## config.mk

```make
export PLATFORM = sky130hd
export DESIGN_NAME = payout_dispenser_flat
export DESIGN_NICKNAME = d
export VERILOG_FILES = /design/src/rtl/payout_dispenser_pkg.sv /design/src/rtl/payout_dispenser_if.sv /design/src/rtl/sat_updown_cnt.sv /design/src/rtl/payout_dispenser.sv /design/src/flat_wrapper.sv
export SDC_FILE = /design/constraint.sdc
export NUM_CORES = 1
export LEC_CHECK = 0
export CORE_MARGIN = 2
export CORE_UTILIZATION = 36
export DETAILED_ROUTE_END_ITERATION = 12
export SLEW_MARGIN = 20
export SYNTH_ARGS = -nofsm -noshare
export SYNTH_HDL_FRONTEND = slang
export SYNTH_HIERARCHICAL = 1
export SYNTH_SLANG_ARGS = --single-unit
```

## constraint.sdc

```tcl
create_clock -name clk -period 4.7 [get_ports clk]
set_input_delay 0.94 -clock clk [delete_from_list [all_inputs] [get_ports clk]]
set_output_delay 0.94 -clock clk [all_outputs]
set_load 0.1 [all_outputs]
```

## src/rtl/payout_dispenser_pkg.sv

```systemverilog
// payout_dispenser_pkg
//   Shared definitions for the payout dispenser slice: controller state
//   enum, default parameter values and the next-request selection helper.
package payout_dispenser_pkg;

  localparam int unsigned PAY_CNT_W_DEF       = 3;
  localparam int unsigned PAY_GAP_CYCLES_DEF  = 1;
  localparam int unsigned PAY_TIMEOUT_CYC_DEF = 16;

  typedef enum logic [2:0] {
    IDLE    = 3'd0,
    VOUCHER = 3'd1,
    NICKEL  = 3'd2,
    GAP     = 3'd3,
    FAULT   = 3'd4
  } pay_state_e;

  // Vouchers always win over nickels when both are owed.
  function automatic pay_state_e pick_next(input logic voucher_owed,
                                           input logic nickel_owed);
    if (voucher_owed)     return VOUCHER;
    else if (nickel_owed) return NICKEL;
    else                  return IDLE;
  endfunction

endpackage

```

## src/rtl/payout_dispenser_if.sv

```systemverilog
// payout_dispenser_if
//   Credit, dispense handshake and status signals of the payout dispenser.
//   slave  : the dispenser (takes credits and acks, drives reqs/status)
//   master : upstream coin counter plus dispense mechanism
//   Signals:
//     credit_valid, dollar, nickel   credit strobe and its owed items
//     voucher_req/ack, nickel_req/ack dispense handshakes
//     voucher_pend, nickel_pend       owed-and-not-acked counts (CNT_W)
//     overflow, busy, fault           status
interface payout_dispenser_if
  import payout_dispenser_pkg::*;
#(
  parameter int unsigned CNT_W = PAY_CNT_W_DEF
) ();

  logic             credit_valid;
  logic             dollar;
  logic             nickel;
  logic             voucher_req;
  logic             voucher_ack;
  logic             nickel_req;
  logic             nickel_ack;
  logic [CNT_W-1:0] voucher_pend;
  logic [CNT_W-1:0] nickel_pend;
  logic             overflow;
  logic             busy;
  logic             fault;

  modport slave (
    input  credit_valid, dollar, nickel, voucher_ack, nickel_ack,
    output voucher_req, nickel_req, voucher_pend, nickel_pend,
           overflow, busy, fault
  );

  modport master (
    output credit_valid, dollar, nickel, voucher_ack, nickel_ack,
    input  voucher_req, nickel_req, voucher_pend, nickel_pend,
           overflow, busy, fault
  );

endinterface

```

## src/rtl/sat_updown_cnt.sv

```systemverilog
// sat_updown_cnt
//   Saturating up/down counter for owed payout items.
//   Ports:
//     clk, reset : clock, synchronous active-high reset
//     inc, dec   : count up / down this edge (both -> unchanged)
//     count      : current value
//     sat_hit    : inc requested at full scale without a dec (item lost)
module sat_updown_cnt #(
  parameter int unsigned W = 3
) (
  input  logic         clk,
  input  logic         reset,
  input  logic         inc,
  input  logic         dec,
  output logic [W-1:0] count,
  output logic         sat_hit
);

  assign sat_hit = inc && !dec && (count == '1);

  always_ff @(posedge clk) begin
    if (reset) begin
      count <= '0;
    end else if (inc && !dec && (count != '1)) begin
      count <= count + 1'b1;
    end else if (dec && !inc && (count != '0)) begin
      count <= count - 1'b1;
    end
  end

endmodule

```

## src/rtl/payout_dispenser.sv

```systemverilog
// payout_dispenser
//   Accumulates dollar-voucher and nickel credits from the coin counter and
//   dispenses them one at a time through req/ack handshakes, vouchers first,
//   with GAP_CYCLES idle cycles between dispenses.
//   Ports:
//     clk   : rising-edge clock
//     reset : synchronous active-high reset
//     bus   : payout_dispenser_if.slave (credits, handshakes, status)
//   Build option:
//     PAYOUT_TIMEOUT_EN : when defined, a request unanswered for TIMEOUT_CYC
//                         cycles drops, sets sticky fault and parks the
//                         controller in FAULT until reset. When undefined,
//                         requests wait forever and fault is tied low.
module payout_dispenser
  import payout_dispenser_pkg::*;
#(
  parameter int unsigned CNT_W       = PAY_CNT_W_DEF,
  parameter int unsigned GAP_CYCLES  = PAY_GAP_CYCLES_DEF,
  parameter int unsigned TIMEOUT_CYC = PAY_TIMEOUT_CYC_DEF
) (
  input  logic                clk,
  input  logic                reset,
  payout_dispenser_if.slave   bus
);

  pay_state_e       state;
  pay_state_e       state_nxt;
  logic [3:0]       gap_cnt;
  logic [3:0]       gap_cnt_nxt;

  logic             v_inc, v_dec, n_inc, n_dec;
  logic [CNT_W-1:0] v_cnt, n_cnt;
  logic             v_sat, n_sat;

  logic             voucher_req_q;
  logic             nickel_req_q;
  logic             overflow_q;
  logic             to_expire;

  // Acks only count while the matching request is being driven.
  assign v_inc = bus.credit_valid && bus.dollar;
  assign n_inc = bus.credit_valid && bus.nickel;
  assign v_dec = (state == VOUCHER) && bus.voucher_ack;
  assign n_dec = (state == NICKEL)  && bus.nickel_ack;

  sat_updown_cnt #(.W(CNT_W)) u_voucher_cnt (
    .clk     (clk),
    .reset   (reset),
    .inc     (v_inc),
    .dec     (v_dec),
    .count   (v_cnt),
    .sat_hit (v_sat)
  );

  sat_updown_cnt #(.W(CNT_W)) u_nickel_cnt (
    .clk     (clk),
    .reset   (reset),
    .inc     (n_inc),
    .dec     (n_dec),
    .count   (n_cnt),
    .sat_hit (n_sat)
  );

`ifdef PAYOUT_TIMEOUT_EN
  localparam int unsigned TO_W = $clog2(TIMEOUT_CYC + 1);

  logic [TO_W-1:0] to_cnt;
  logic            in_req;
  logic            ack_cur;
  logic            fault_q;

  assign in_req  = (state == VOUCHER) || (state == NICKEL);
  assign ack_cur = v_dec || n_dec;
  // An ack on the last allowed cycle still wins over the timeout.
  assign to_expire = in_req && !ack_cur && (to_cnt == TO_W'(TIMEOUT_CYC - 1));

  always_ff @(posedge clk) begin
    if (reset) begin
      to_cnt  <= '0;
      fault_q <= 1'b0;
    end else begin
      to_cnt  <= (in_req && !ack_cur && !to_expire) ? to_cnt + 1'b1 : '0;
      fault_q <= fault_q || to_expire;
    end
  end

  assign bus.fault = fault_q;
`else
  assign to_expire = 1'b0;
  assign bus.fault = 1'b0;
`endif

  always_comb begin
    state_nxt   = state;
    gap_cnt_nxt = gap_cnt;
    case (state)
      IDLE: begin
        state_nxt = pick_next(v_cnt != '0, n_cnt != '0);
      end
      VOUCHER: begin
        if (bus.voucher_ack) begin
          state_nxt   = GAP;
          gap_cnt_nxt = '0;
        end else if (to_expire) begin
          state_nxt = FAULT;
        end
      end
      NICKEL: begin
        if (bus.nickel_ack) begin
          state_nxt   = GAP;
          gap_cnt_nxt = '0;
        end else if (to_expire) begin
          state_nxt = FAULT;
        end
      end
      GAP: begin
        if (gap_cnt == 4'(GAP_CYCLES - 1)) begin
          state_nxt = pick_next(v_cnt != '0, n_cnt != '0);
        end else begin
          gap_cnt_nxt = gap_cnt + 1'b1;
        end
      end
      FAULT: begin
        state_nxt = FAULT;
      end
      default: begin
        state_nxt = IDLE;
      end
    endcase
  end

  // Requests are flopped from the next state so they rise with the state.
  always_ff @(posedge clk) begin
    if (reset) begin
      state         <= IDLE;
      gap_cnt       <= '0;
      voucher_req_q <= 1'b0;
      nickel_req_q  <= 1'b0;
      overflow_q    <= 1'b0;
    end else begin
      state         <= state_nxt;
      gap_cnt       <= gap_cnt_nxt;
      voucher_req_q <= (state_nxt == VOUCHER);
      nickel_req_q  <= (state_nxt == NICKEL);
      overflow_q    <= overflow_q || v_sat || n_sat;
    end
  end

  assign bus.voucher_req  = voucher_req_q;
  assign bus.nickel_req   = nickel_req_q;
  assign bus.voucher_pend = v_cnt;
  assign bus.nickel_pend  = n_cnt;
  assign bus.overflow     = overflow_q;
  assign bus.busy         = (state != IDLE) || (v_cnt != '0) || (n_cnt != '0);

endmodule

```

## src/flat_wrapper.sv

```systemverilog
// flat-port wrapper written by rule: the top's interface ports become plain ports
module payout_dispenser_flat import payout_dispenser_pkg::*;
#(
  parameter int unsigned CNT_W       = PAY_CNT_W_DEF,
  parameter int unsigned GAP_CYCLES  = PAY_GAP_CYCLES_DEF,
  parameter int unsigned TIMEOUT_CYC = PAY_TIMEOUT_CYC_DEF
)
  (clk, reset, bus_credit_valid, bus_dollar, bus_nickel, bus_voucher_ack, bus_nickel_ack, bus_voucher_req, bus_nickel_req, bus_voucher_pend, bus_nickel_pend, bus_overflow, bus_busy, bus_fault);
  payout_dispenser_if #(.CNT_W(CNT_W)) bus_i ();
  input  logic clk;
  input  logic reset;
  input wire logic [$bits(bus_i.credit_valid)-1:0] bus_credit_valid;
  input wire logic [$bits(bus_i.dollar)-1:0] bus_dollar;
  input wire logic [$bits(bus_i.nickel)-1:0] bus_nickel;
  input wire logic [$bits(bus_i.voucher_ack)-1:0] bus_voucher_ack;
  input wire logic [$bits(bus_i.nickel_ack)-1:0] bus_nickel_ack;
  output wire logic [$bits(bus_i.voucher_req)-1:0] bus_voucher_req;
  output wire logic [$bits(bus_i.nickel_req)-1:0] bus_nickel_req;
  output wire logic [$bits(bus_i.voucher_pend)-1:0] bus_voucher_pend;
  output wire logic [$bits(bus_i.nickel_pend)-1:0] bus_nickel_pend;
  output wire logic [$bits(bus_i.overflow)-1:0] bus_overflow;
  output wire logic [$bits(bus_i.busy)-1:0] bus_busy;
  output wire logic [$bits(bus_i.fault)-1:0] bus_fault;
  assign bus_i.credit_valid = bus_credit_valid;
  assign bus_i.dollar = bus_dollar;
  assign bus_i.nickel = bus_nickel;
  assign bus_i.voucher_ack = bus_voucher_ack;
  assign bus_i.nickel_ack = bus_nickel_ack;
  assign bus_voucher_req = bus_i.voucher_req;
  assign bus_nickel_req = bus_i.nickel_req;
  assign bus_voucher_pend = bus_i.voucher_pend;
  assign bus_nickel_pend = bus_i.nickel_pend;
  assign bus_overflow = bus_i.overflow;
  assign bus_busy = bus_i.busy;
  assign bus_fault = bus_i.fault;
  payout_dispenser #(.CNT_W(CNT_W), .GAP_CYCLES(GAP_CYCLES), .TIMEOUT_CYC(TIMEOUT_CYC)) u_core (.clk(clk), .reset(reset), .bus(bus_i));
endmodule
```

==> results of run 1 <==
==> worst register-to-register path: cells and delay by family (launching register included) <==
family	cells	cell delay, ns
AOI/OAI and AO/OA	2	0.45
and+or+nand+nor	5	1.05
adders and majority gates	1	0.46
DFF	1	0.40
==> power by group through the flow <==
stage          Combinational (mW)  Sequential [mW]  Clock, mW
2_1_floorplan               0.226            0.287          0
3_3_place_gp                0.374            0.202          0
3_5_place_dp                0.378            0.205          0
4_1_cts                     0.379            0.202      0.101
5_1_grt                     0.402            0.208      0.105
6_report                    0.379            0.201     0.0949
==> sequential cells by signal, indices dropped and copies added (netlist names) <==
signal                      count
u_core/bus.voucher_req          1
u_core/bus.nickel_req           1
u_core/u_voucher_cnt/count      3
u_core/bus.overflow             1
u_core/u_nickel_cnt/count       3
u_core/gap_cnt                  4
u_core/state                    3
==> synthesized netlist by cell type, types with 3 or more instances <==
library cell	n	area share, %
nand2b_1	3	1.8
nor2b_1	6	3.5
a211o_1	3	2.5
dfxtp_1	16	30
o21ai_1	4	1.9
o22ai_1	5	2.9
buf_2	3	1.4
o21ai_0	4	1.9
o31ai_1	3	2.1
a22oi_1	4	2.8
nand2_1	8	2.8
nor2_1	19	6.7
nand3_1	3	1.4
a21oi_1	3	1.4
nor3_1	3	1.4
and2_1	3	1.8
==> worst min path at each step <==
stage | end | slack [ns] | cells after the start
5_1_grt | u_core/gap_cnt[3] | 0.53 | 1
3_3_place_gp | u_core/bus.overflow | 0.46 | 2
6_report | u_core/gap_cnt[3] | 0.49 | 1
2_1_floorplan | u_core/gap_cnt[3] | 0.44 | 1
3_5_place_dp | u_core/gap_cnt[3] | 0.47 | 1
4_1_cts | u_core/gap_cnt[3] | 0.49 | 1
==> metal layers <==
metal	vias up	share of wire [%]	global-route usage, %
li1	505	-	-
met1	454	48	19.19
met2	23	46	23.60
met3	2	4.7	3.956
met4	0	0.57	3.987
met5	-	0	0
==> layout make-up <==
class,count,area [sq um]
repair buffers,16,160.2
fillers,284,1519
inverters,2,7.507
multi-input cells,104,699.4
flip-flops and latches,16,320.3
well taps,31,38.79
clock buffers,4,36.28
==> metrics by stage <==
step | instances | setup WS [ns] | cell area (sq um) | hold WS (ns)
after global placement | 169 | 1.446 | 1226 | 0.4600
after global routing | 173 | 1.193 | 1262 | 0.5290
after CTS | 173 | 1.303 | 1262 | 0.4870
after detailed placement | 169 | 1.435 | 1226 | 0.4742
final | 173 | 1.337 | 1262 | 0.4901
after floorplan | 128 | 1.718 | 1065 | 0.4423
==> logic make-up after synthesis <==
logic type               share of synthesized area [%]
AO/OA/AOI/OAI                                    24.68
buffers and inverters                            4.230
adder cells (fa/ha/maj)                          6.110
AND/OR/NAND/NOR                                  33.61
multiplexers                                    0.9401
other                                           0.3522
flip-flops                                       30.08
==> flow_summary.ini, run 1 <==
[status]
status = finished, final reports clean

[worst_setup_path]
cpMaxStageDelayCell = clkdlybuf4s50_1
r2r_end = u_core/u_voucher_cnt/count[2]
crit_fanout = 10
path_depth = 4
crit_required_ns = 3.76
crit_path_end_kind = primary output
path_buf_inv = 1
cp-start-kind = flop
r2r_setup_slack_ns = 2.24
crit_path_cell_trace = or3_1 > nor4_1 > nand2_1 > clkdlybuf4s50_1
cp.arrival_ns = 2.42
worstSetupStartpoint = u_core/u_nickel_cnt/count[1]
reg2reg_from = u_core/state[0]
worstSetupEndpoint = bus_busy
crit_type = flop to primary output
r2r_cells = 8
critical_path.top_delay_family = buffers and inverters
slowest_delay_ns = 0.98

[sta]
setup-tns-final_ns = 0
max_slew_margin_pct = 34.17
setup-violations-final = 0
period_share_pct = 71.55
rsz0062_at_grt = no
drv_slew = 0
maxClockFrequency_mhz = 297.4
hold_viol = 0
finClkSkew_ns = 0.004339
worst_slew_pin_slew_ns = 0.9843
period_minus_slack_ns = 3.363

[power]
clock_power_share_pct = 14.1
p_int_mw = 0.3246
combPwrFrac_pct = 56.1
total_power_mw = 0.6753
power.net_switching_mw = 0.3507
vdd_drop_max_v = 0.0003429
cellLeakagePower_nw = 0.4526
power_switching_share_pct = 51.93
p_per_area_mw_per_mm2 = 534.9
pwr-share-seq_pct = 29.8

[clock_network]
cts.path.max_buffers = 2
postCtsSetupRepairBufs = 0
clock_latency_ns = 0.29
cts_resized = 0
postCtsHoldBufs = 0
cts-root-buf = clkbuf_4
cts_tree = built
htree_levels = 1
cts_buffers = 3
clk_pin_slew_worst_paths_ns = 0.10
clkSinkCount = 16

[floorplanning]
ios = 18
std_cell_rows = 19
core_sq_mm = 0.002781
die_area_sq_mm = 0.003409
die_w_um = 58.39
die_h_um = 58.39
start_util_pct = 38.28

[synth]
syn_avg_cell_area_sq_um = 8.319
ys_ff_latch = 16
synth.distinct_cells = 44
synth_edf_count = 0
ys.warnings.count = 6
synthArstFlopShare_pct = 0
mappedNetlistArea_sq_mm = 0.001065
yosysSeqAreaShare_pct = 30.08
postSynthCellCount = 128
synth_flop_cell = dfxtp_1
synth_nets = 139

[drt]
detail_route.iter0.violations = 42
wl_mm = 2.274
first_pass_iters = 4
post-route-drc-count = 0
viasPerCell = 5.688
vias = 984
ant_nets = 0
wl_per_cell_um = 13.14

[placement]
place.gp.congestion = 0.8270
portBuffers = 16
hpwl_mm = 1.640

[grt]
grt_max_degree = 15
grt-ovfl-total = 0
first_global_vias = 892
grt_antenna_before_repair = 0
grtUsageTotal_pct = 14.62
grt_pass1_wl_mm = 3.905

[cells_and_area]
nets = 154
area_delta_synth_final_pct = 18.57
mostFrequentLayoutCell = nor2_1
drive_above_1_share_pct = 9.155
diodes = 0
final_util_pct = 45.39
final_cell_mix = 19 x nor2_1, 16 x clkdlybuf4s50_1, 16 x dfxtp_1, 8 x nand2_1, 6 x nor2b_1

[min_path]
hp-start = u_core/gap_cnt[3]
min_path_type = flop to flop

[flow_run]
maxCapViolations = 0
No activity file was read; power rests on OpenSTA's default activity.
==> run 2, diff against run 1 <==
==> constraint.sdc (replaced) <==
create_clock -name clk -period 2.7 [get_ports clk]
set_input_delay 0.54 -clock clk [delete_from_list [all_inputs] [get_ports clk]]
set_output_delay 0.54 -clock clk [all_outputs]
set_load 0.1 [all_outputs]
==> run 2 against run 1 <==
Effect of this change:
- critical path type is now primary input to flop
- design area up 1.6%
- total power up 74%
- global-route usage up 0.85 points
- final cell count up 3.5%
- critical path depth up 4
- sequential cell count unchanged
- via count up 3.7%
- count of clock-buffer cells in the layout unchanged
==> flow_summary.ini, run 2 (synthesis results as in run 1) <==
[sta]
rsz0062_at_grt = no
maxClockFrequency_mhz = 427.9
period_share_pct = 86.56
setup-violations-final = 0
period_minus_slack_ns = 2.337
hold_viol = 0
drv_slew = 0
finClkSkew_ns = 0.004255
setup-tns-final_ns = 0

[clock_network]
cts_buffers = 3
clkSinkCount = 16
clk_pin_slew_worst_paths_ns = 0.10
postCtsSetupRepairBufs = 0
cts_tree = built
cts_resized = 0
cts.path.max_buffers = 2
postCtsHoldBufs = 0
clock_latency_ns = 0.29
htree_levels = 1
cts-root-buf = clkbuf_4

[worst_setup_path]
cp.arrival_ns = 2.54
critical_path.top_delay_family = simple AND/OR/NAND/NOR gates
crit_fanout = 6
slowest_delay_ns = 0.46
crit_required_ns = 2.90
crit_type = primary input to flop
crit_path_cell_trace = clkdlybuf4s50_1 > and2_1 > nor2b_1 > nand2_1 > fa_1 > nand3b_1 > o22ai_1 > a2111oi_2
cp-start-kind = primary input
path_buf_inv = 1
cpMaxStageDelayCell = clkdlybuf4s50_1
crit_path_end_kind = flop

[cells_and_area]
diodes = 0
area_delta_synth_final_pct = 20.45
largest_reg_flops = 4
top_register = u_core/gap_cnt
mostFrequentLayoutCell = nor2_1
final_util_pct = 46.11
nets = 160
fillCellCount = 284
final_cell_mix = 19 x nor2_1, 16 x buf_4, 16 x dfxtp_1, 8 x nand2_1
drive_above_1_share_pct = 19.59

[power]
cellLeakagePower_nw = 0.5007
p_per_area_mw_per_mm2 = 917.8
vdd_drop_max_v = 0.0006739

[min_path]
min_path_type = flop to flop

[grt]
first_global_vias = 921
grt_pass1_wl_mm = 4.126
grt_max_degree = 13
grtUsageTotal_pct = 15.47
grt-ovfl-total = 0
grt_antenna_before_repair = 0

[placement]
hpwl_mm = 1.729
portBuffers = 16
place.gp.congestion = 0.8110

[floorplanning]
start_util_pct = 38.28
die_h_um = 58.39
die_area_sq_mm = 0.003409
die_w_um = 58.39
core_sq_mm = 0.002781
ios = 18
std_cell_rows = 19

[drt]
viasPerCell = 5.698
vias = 1020
post-route-drc-count = 0
wl_mm = 2.395
first_pass_iters = 4
wl_per_cell_um = 13.38
detail_route.iter0.violations = 42
ant_nets = 0

[status]
status = finished, final reports clean

[flow_run]
maxCapViolations = 0
run 2: cell count changes in the layout (fill, tap and decap cells not counted), sizes merged:
cell,change
buf,+16
clkdlybuf4s50,-10
run 2: area by class of cell:
type / count / area (sq um) / share of cell area (%)
tap: 31 / 38.79 / 3.024
clock buffer: 4 / 36.28 / 2.829
multi-input combinational: 104 / 699.4 / 54.54
sequential: 16 / 320.3 / 24.98
timing repair buffer: 22 / 180.2 / 14.05
inverter: 2 / 7.507 / 0.5854
run 2: metal layers:
layer	part of all wire, %	GRT usage, %	up-vias
li1	-	-	512
met4	0.17	4.651	0
met2	47	23.43	29
met3	5.3	4.615	2
met1	48	21.17	477
met5	0	0	-
run 2: worst reg2reg max path, stage by stage, from the launching register on:
cell,delay [ns]
dfxtp_1,0.40
nor2b_1,0.21
and3b_1,0.22
nor2b_1,0.15
nand2_1,0.09
fa_1,0.44
nand3b_1,0.14
o22ai_1,0.10
a2111oi_2,0.36
run 2: power breakdown:
group	internal, mW	switching [mW]	total, mW
registers	0.274	0.0750	0.349
logic	0.210	0.454	0.664
clock network	0.0822	0.0815	0.164
total	0.566	0.611	1.18
run 2: final timing paths:
kind / startpoint / to / slack, ns / cells past startpoint
worst min-delay path: u_core/gap_cnt[3] / u_core/gap_cnt[3] / 0.49 / 1
worst min register to register: u_core/gap_cnt[3] / u_core/gap_cnt[3] / 0.49 / 1
worst max register to register: u_core/state[0] / u_core/u_voucher_cnt/count[2] / 0.51 / 8
worst max-delay path: bus_credit_valid / u_core/u_voucher_cnt/count[2] / 0.36 / 8
run 2: per-stage QoR:
step / cell area, sq um / total power, mW / cells / hold WS, ns / setup slack [ns]
after floorplan: 1065 / 0.8931 / 128 / 0.4423 / 0.1183
after global placement: 1246 / 1.008 / 175 / 0.4684 / 0.1383
after detailed placement: 1246 / 1.016 / 175 / 0.4718 / 0.04450
after CTS: 1282 / 1.186 / 179 / 0.4930 / 0.3595
after global routing: 1282 / 1.258 / 179 / 0.5267 / 0.2059
final: 1282 / 1.177 / 179 / 0.4930 / 0.3630
==> run 3, diff against run 2 <==
==> constraint.sdc (replaced) <==
create_clock -name clk -period 2.7 [get_ports clk]
set_input_delay 0.81 -clock clk [delete_from_list [all_inputs] [get_ports clk]]
set_output_delay 0.81 -clock clk [all_outputs]
set_load 0.1 [all_outputs]
==> run 3 against run 2 <==
Effect of this change:
- critical path depth stayed put
- sequential cell count stayed put
- worst hold slack worse by 0.0075 ns
- critical path type unchanged
- critical endpoint unchanged
- largest power group unchanged
- highest routed layer unchanged
==> flow_summary.ini, run 3 (synthesis results as in run 1) <==
[clock_network]
postCtsSetupRepairBufs = 0
cts_buffers = 3
clkSinkCount = 16
cts.path.max_buffers = 2
clock_latency_ns = 0.28
cts_tree = built
clk_pin_slew_worst_paths_ns = 0.09
htree_levels = 1
cts-root-buf = clkbuf_4

[status]
status = finished, final reports clean

[grt]
grtUsageTotal_pct = 14.36
first_global_vias = 844
grt_antenna_before_repair = 0
grt-ovfl-total = 0
grt_max_degree = 13
grt_pass1_wl_mm = 3.801

[placement]
dp_slack_ns = -0.1321
hpwl_mm = 1.769
portBuffers = 16
place.gp.congestion = 0.7919
placed_area_sq_mm = 0.001272

[worst_setup_path]
r2r_cells = 8
worstSetupEndpoint = u_core/u_voucher_cnt/count[2]
r2r_setup_slack_ns = 0.49
crit_type = primary input to flop
crit_path_end_kind = flop
crit_fanout = 5
r2r_end = u_core/u_voucher_cnt/count[2]
cp-start-kind = primary input
cp.arrival_ns = 2.73
reg2reg_from = u_core/state[0]
crit_required_ns = 2.88
worstSetupStartpoint = bus_credit_valid

[cells_and_area]
largest_reg_flops = 4
multi_input_area_sq_um = 708.2
nets = 161
mostFrequentLayoutCell = nor2_1
area_delta_synth_final_pct = 22.21
postLayoutCellArea_sq_mm = 0.001301
diodes = 0
fillCellCount = 266
top_register = u_core/gap_cnt
final_cell_mix = 19 x nor2_1, 16 x buf_4, 13 x dfxtp_1, 7 x nand2_1
regArea_sq_um = 324.1
drive_above_1_share_pct = 22.97

[floorplanning]
start_util_pct = 38.28
die_h_um = 58.39
std_cell_rows = 19
die_area_sq_mm = 0.003409
core_sq_mm = 0.002781
ios = 18
die_w_um = 58.39

[drt]
routed-wl-met2_mm = 1.141
first_pass_iters = 4
met3_length_um = 88
wl_met1_mm = 1.113
ant_nets = 0
wl_per_cell_um = 13.18
vias = 1013
dr.max_layer_used = met4
post-route-drc-count = 0
wl_mm = 2.359
detail_route.iter0.violations = 23
viasPerCell = 5.659

[sta]
drv_slew = 0
setup-violations-final = 0
maxClockFrequency_mhz = 392.1
rsz0062_at_grt = no
finClkSkew_ns = 0.0007606
hold_viol = 0
layout_setup_ws_ns = 0.1495
period_minus_slack_ns = 2.551
period_share_pct = 94.46
hold_ws_ns = 0.4854

[power]
cellLeakagePower_nw = 0.5065
vdd_drop_max_v = 0.0007123
p_per_area_mw_per_mm2 = 907.4
total_power_mw = 1.181

[min_path]
min_path_type = flop to flop

[flow_run]
maxCapViolations = 0
run 3: cell types whose count changed in the layout (fill, tap and decap cells not counted):
cell      delta
nand2_1      -1
nand2_2      +1
nor4_2       +1
dfxtp_2      +3
buf_12       +1
nor4_1       -1
dfxtp_1      -3
clkbuf_8     -1
run 3: area by class of cell:
type                    count  area share, %
well taps                  31          2.981
inverters                   2         0.5769
multi-input cells         104          54.42
clock buffers               3          1.731
flip-flops and latches     16          24.90
repair buffers             23          15.38
run 3: repair_timing:
item	in CTS	in global routing
hold buffers	0	0
resized for setup	0	1
setup endpoints to repair	0	1
run 3: worst min-delay path by stage:
stage	endpoint	cells past startpoint	slack [ns]	startpoint
after global placement	u_core/gap_cnt[3]	1	0.47	u_core/gap_cnt[3]
final	u_core/gap_cnt[3]	1	0.49	u_core/gap_cnt[3]
after global routing	u_core/gap_cnt[3]	1	0.53	u_core/gap_cnt[3]
after detailed placement	u_core/gap_cnt[3]	1	0.47	u_core/gap_cnt[3]
after floorplan	u_core/gap_cnt[3]	1	0.44	u_core/gap_cnt[3]
after CTS	u_core/gap_cnt[3]	1	0.49	u_core/gap_cnt[3]
run 3: power by group:
| group | internal, mW | total (mW) | switching [mW] |
|---|---|---|---|
| Combinational | 0.241 | 0.705 | 0.464 |
| Sequential | 0.276 | 0.352 | 0.0759 |
| Clock | 0.0517 | 0.124 | 0.0724 |
| Total | 0.569 | 1.18 | 0.612 |
run 3: per-layer routing:
metal | track usage [%] | up-vias
li1 | - | 512
met1 | 20.19 | 477
met2 | 21.99 | 22
met3 | 2.637 | 2
met4 | 4.983 | 0
met5 | 0 | -
run 3: through the flow:
step                cells  setup TNS [ns]  util, %
floorplan             128               0        -
global placement      176         -0.1246    45.75
detailed placement    176         -0.3476    45.75
CTS                   179               0    46.56
global route          179               0    46.78
finish                179               0    46.78
run 3: critical path, cell delays in order:
cell and delay, ns:
clkdlybuf4s50_1 0.46, and2_1 0.15, nor2b_1 0.17, nand2_1 0.08
fa_1 0.44, nand3b_1 0.15, o22ai_1 0.10, a2111oi_2 0.36
